File: src/rtl/binary_div_22_11_uni.sv
// binary_div_22_11_uni: 22-bit by 11-bit unsigned radix-2 restoring divider.
// One quotient bit per enabled clock, MSB first; 22 enabled cycles from the
// accept edge to the done pulse. A zero divisor takes a one-cycle shortcut
// that returns an all-ones quotient, zero remainder and raises dz.
//
// Ports:
//   clk    rising-edge clock
//   rst_n  asynchronous active-low reset
//   en     clock enable; low freezes every register, outputs included
//   start  division request, accepted only in IDLE with en=1
//   N      22-bit unsigned dividend, captured on accept
//   D      11-bit unsigned divisor, captured on accept
//   Q      22-bit quotient (registered)
//   R      11-bit remainder (registered)
//   busy   division in progress
//   done   one-enabled-cycle result-valid pulse
//   dz     most recent result was a divide-by-zero
module binary_div_22_11_uni (
    input  logic        clk,
    input  logic        rst_n,
    input  logic        en,
    input  logic        start,
    input  logic [21:0] N,
    input  logic [10:0] D,
    output logic [21:0] Q,
    output logic [10:0] R,
    output logic        busy,
    output logic        done,
    output logic        dz
);

    localparam int unsigned NW = 22;
    localparam int unsigned DW = 11;
    localparam int unsigned CW = 5;
    localparam logic [CW-1:0] LAST_ITER = CW'(NW - 1);

    typedef enum logic [1:0] {
        IDLE  = 2'd0,
        CALC  = 2'd1,
        DZERO = 2'd2
    } state_t;

    state_t         state, state_nx;
    logic [CW-1:0]  cnt, cnt_nx;
    logic [DW-1:0]  rem, rem_nx;
    logic [NW-1:0]  work, work_nx;      // dividend bits shift out, quotient bits shift in
    logic [DW-1:0]  dvs, dvs_nx;
    logic [NW-1:0]  q_nx;
    logic [DW-1:0]  r_nx;
    logic           busy_nx, done_nx, dz_nx;

    // One restoring step: bring in the next dividend bit, trial-subtract.
    logic [DW:0]    partial;
    logic [DW:0]    diff;
    logic           fits;
    logic [DW-1:0]  rem_step;
    logic [NW-1:0]  work_step;

    assign partial   = {rem, work[NW-1]};
    assign diff      = partial - {1'b0, dvs};
    assign fits      = (partial >= {1'b0, dvs});
    // partial < divisor when it does not fit, so its MSB is zero and drops safely
    assign rem_step  = fits ? diff[DW-1:0] : partial[DW-1:0];
    assign work_step = {work[NW-2:0], fits};

    // State and datapath registers; en gates every update.
    always_ff @(posedge clk or negedge rst_n) begin
        if (!rst_n) begin
            state <= IDLE;
            cnt   <= '0;
            rem   <= '0;
            work  <= '0;
            dvs   <= '0;
            Q     <= '0;
            R     <= '0;
            busy  <= 1'b0;
            done  <= 1'b0;
            dz    <= 1'b0;
        end else if (en) begin
            state <= state_nx;
            cnt   <= cnt_nx;
            rem   <= rem_nx;
            work  <= work_nx;
            dvs   <= dvs_nx;
            Q     <= q_nx;
            R     <= r_nx;
            busy  <= busy_nx;
            done  <= done_nx;
            dz    <= dz_nx;
        end
    end

    // Next-state and next-output logic.
    always_comb begin
        state_nx = state;
        cnt_nx   = cnt;
        rem_nx   = rem;
        work_nx  = work;
        dvs_nx   = dvs;
        q_nx     = Q;
        r_nx     = R;
        busy_nx  = busy;
        done_nx  = 1'b0;
        dz_nx    = dz;

        unique case (state)
            IDLE: begin
                if (start) begin
                    work_nx = N;
                    dvs_nx  = D;
                    rem_nx  = '0;
                    cnt_nx  = '0;
                    busy_nx = 1'b1;
                    if (D == '0) begin
                        state_nx = DZERO;
                    end else begin
                        state_nx = CALC;
                        dz_nx    = 1'b0;
                    end
                end
            end

            CALC: begin
                rem_nx  = rem_step;
                work_nx = work_step;
                cnt_nx  = cnt + CW'(1);
                if (cnt == LAST_ITER) begin
                    q_nx     = work_step;
                    r_nx     = rem_step;
                    cnt_nx   = '0;
                    busy_nx  = 1'b0;
                    done_nx  = 1'b1;
                    state_nx = IDLE;
                end
            end

            DZERO: begin
                q_nx     = '1;
                r_nx     = '0;
                dz_nx    = 1'b1;
                busy_nx  = 1'b0;
                done_nx  = 1'b1;
                state_nx = IDLE;
            end

            default: begin
                state_nx = IDLE;
            end
        endcase
    end

endmodule
File: config.mk
export PLATFORM = sky130hd
export DESIGN_NAME = binary_div_22_11_uni
export DESIGN_NICKNAME = d
export VERILOG_FILES = /design/src/rtl/binary_div_22_11_uni.sv
export SDC_FILE = /design/constraint.sdc
export NUM_CORES = 1
export LEC_CHECK = 0
export ABC_CLOCK_PERIOD_IN_PS = 4700
export CORE_MARGIN = 5
export CORE_UTILIZATION = 55
export CTS_CLUSTER_SIZE = 30
export DETAILED_ROUTE_END_ITERATION = 6
export PLACE_DENSITY = 0.81
export REMOVE_ABC_BUFFERS = 1
export SLEW_MARGIN = 0
export SYNTH_ARGS = -nofsm -noshare
export SYNTH_HDL_FRONTEND = slang
export SYNTH_SLANG_ARGS = --single-unit
File: constraint.sdc
create_clock -name clk -period 4.7 [get_ports clk]
set_input_delay 0.94 -clock clk [delete_from_list [all_inputs] [get_ports clk]]
set_output_delay 0.94 -clock clk [all_outputs]
set_load 0.02 [all_outputs]
==> flow_summary.ini <==
[detailed_routing]
finalWirelength_um = 11100
drc = 0
drt-vias-per-instance = 6.03
dr_total_vias = 3988
ant_nets = 0
wire_per_inst_um = 16.7
drt_iter0_drc = 354
first_pass_iters = 5

[worst_hold_path]
worstHoldPathType = register to register

[setup_path]
cp_cell_sequence = clkdlybuf4s50_1 -> nand2b_1 -> nand3_1 -> and2_1 -> buf_4 -> nor3_1 -> a21oi_1 -> o21ai_0
cp.required_ns = 4.98
max_stage_delay_ns = 0.57
worst_ep_arrival_time_ns = 3.36
crit_family = simple AND/OR/NAND/NOR gates
crit_buf_inv = 2
path_class = input port to register
worstSetupStartpointType = input port
endpoint_kind = register
worstPathMaxFanout = 48
crit_path_top_delay_cell = clkdlybuf4s50_1

[floorplanning]
die_w_um = 102
die_y_um = 102
num_io_pins = 73
dieArea_um2 = 10400
fp.coreArea_um2 = 8220
row_count = 33
start_util_pct = 56.5

[pwr]
power_density_nw_per_um2 = 698
power.total_mw = 3.92
leakage_nw = 2.57
ir_worst_vdd_mv = 0.371

[logic_synthesis]
synth-async-reset-ratio_pct = 100
ys_seq_elements = 87
synth_area_per_cell_um2 = 9.41
syn_inst = 493
synth_area_um2 = 4640
synth_cell_type_count = 50
synth_flop_cell = dfrtp_1
synth_top_area_share_pct = 46.9
synth_edf_count = 0
yosys.area.top_type = dfrtp_1
ys_top_cells_by_area = dfrtp_1 47%, nand2_1 4.6%, mux2i_1 4.5%
yosysSeqAreaShare_pct = 46.9
yosys_warnings = 0

[timing]
tightest_slew_ns = 1.12
relSlewSlack_pct = 25.1
timing_hold_violations_final = 0
grt_setup_unrepaired = no
drv_slew = 0
finClkSkew_ns = 0.0131
timing.final.ws_setup_ns = 1.62
setup_viol_count_final = 0
fmax_mhz = 325
finalCritPeriodShare_pct = 65.5
min_period_ns = 3.08
fin_setup_tns_ns = 0
holdWs_ns = 0.507

[place]
detailed_place_hpwl_um = 7680
post-place-ws_ns = 1.27
dpl.cell_count = 645
numPortBuffers = 72
postPlaceCellArea_um2 = 5420
gp_congestion = 0.933

[clock_tree]
cts_root_buf = clkbuf_8
htreeDepth = 3
hold_buffers = 0
clockBufferDepth = 2
clk_pin_slew_ns = 0.09
cts_setup_buffers = 0
cts_inserted_buffers = 9
cts-resized-gates = 0
clock_sink_count = 87
cts_tree = done
clk_latency_ns = 0.36

[layout]
diodes = 0
fin_area_um2 = 5620
nets = 605
utilization_pct = 68.4
layout-drive-gt1-share_pct = 7.37
fin_cells = 661
syn_to_final_growth_pct = 21.1
final.fill_count = 645

[global_route]
grt_max_degree = 88
grt_use_total_pct = 22.3
grt_pass1_wl_um = 18200
grt_pass1_vias = 3770
antenna_found_initial = 0
grt_overflow = 0

[flow_run]
cap_violations = 0

[status]
status = completed
==> path summary, 6_finish.rpt <==
path / start / endpoint / slack (ns) / depth (start not counted)
setup / recovery: start / cnt[3] / 1.62 / 8
hold / removal: R[6] / R[6] / 0.51 / 2
setup reg to reg: work[21] / rem[6] / 1.68 / 9
hold reg to reg: R[6] / R[6] / 0.51 / 2
max in group asynchronous: rst_n / dvs[1] / 3.24 / 1
min in group asynchronous: rst_n / Q[11] / 0.77 / 1
==> synthesized netlist by cell type, drive strengths merged (13+ instances only) <==
| master | instances |
|---|---|
| o21ai | 38 |
| nor2 | 48 |
| nand3 | 16 |
| ha | 16 |
| nand2 | 57 |
| clkbuf | 27 |
| a21oi | 32 |
| nand4 | 13 |
| o22a | 21 |
| dfrtp | 87 |
| mux2i | 21 |
| inv | 19 |
==> worst reg2reg max path, cell delays in order, from the launching register on <==
cell,delay (ns)
dfrtp_1,0.43
inv_1,0.08
ha_1,0.20
fa_1,0.22
nand2b_1,0.15
a21oi_2,0.08
o21ba_1,0.21
o2111ai_1,0.89
nand2_1,0.39
o221ai_1,0.29
==> flip-flops by register name, summed over array words and instances, names as in the netlist <==
signal and count:
dvs 11, R 11, rem 11, state 2
done 1, dz 1, Q 22, busy 1
work 22, cnt 5
==> cells in the final DEF, fill, tap and decap left out, drive strengths merged, types with 2 or more instances in the layout <==
cell	synthesis	layout
nor2	48	48
dfrtp	87	87
xnor2	3	3
nand4	13	13
a221oi	2	2
or3	2	2
xor2	5	5
buf	5	8
a31oi	3	3
ha	16	16
o211ai	5	5
mux2	11	11
inv	19	21
mux2i	21	21
a21o	5	5
nor2b	2	2
o221ai	6	6
nor4	2	2
a211o	2	2
a211oi	2	2
and2	3	3
nand3b	2	2
clkbuf	27	10
nand3	16	16
a21oi	32	32
nand2b	5	5
nor3	6	6
nand2	57	57
clkinv	0	3
o2111ai	2	2
o21ai	38	38
o311ai	7	7
clkdlybuf4s50	0	71
o31ai	5	5
o22a	21	21
==> area by class of cell <==
cell class | instances | area [um2] | area share [%]
flip-flops and latches | 87 | 2180 | 38.7
clock buffers | 10 | 128 | 2.27
multi-input cells | 355 | 2270 | 40.4
clock inverters | 6 | 68.8 | 1.22
repair buffers | 79 | 771 | 13.7
well taps | 105 | 131 | 2.34
inverters | 19 | 71.3 | 1.27
==> layer usage <==
metal	vias to the layer above	wire length (um)	global-route usage (%)
li1	1903	-	-
met1	1942	4910	31.4
met2	129	5320	34.6
met3	14	667	4.44
met4	0	159	7.97
met5	-	0	0
==> logic make-up after synthesis <==
| group | count (synthesis) | share of synthesized area (%) |
|---|---|---|
| fa+ha+maj | 17 | 4.75 |
| buf+inv | 51 | 4.18 |
| simple gates | 161 | 15.6 |
| flops | 87 | 46.9 |
| mux | 32 | 7.20 |
| xor+xnor | 8 | 1.51 |
| compound gates | 137 | 19.8 |
==> power breakdown <==
group	total, mW	internal, mW	switching [mW]
combinational	2.06	0.890	1.17
sequential	1.33	1.07	0.265
clock	0.534	0.251	0.283
No activity file was read; power rests on OpenSTA's default activity.
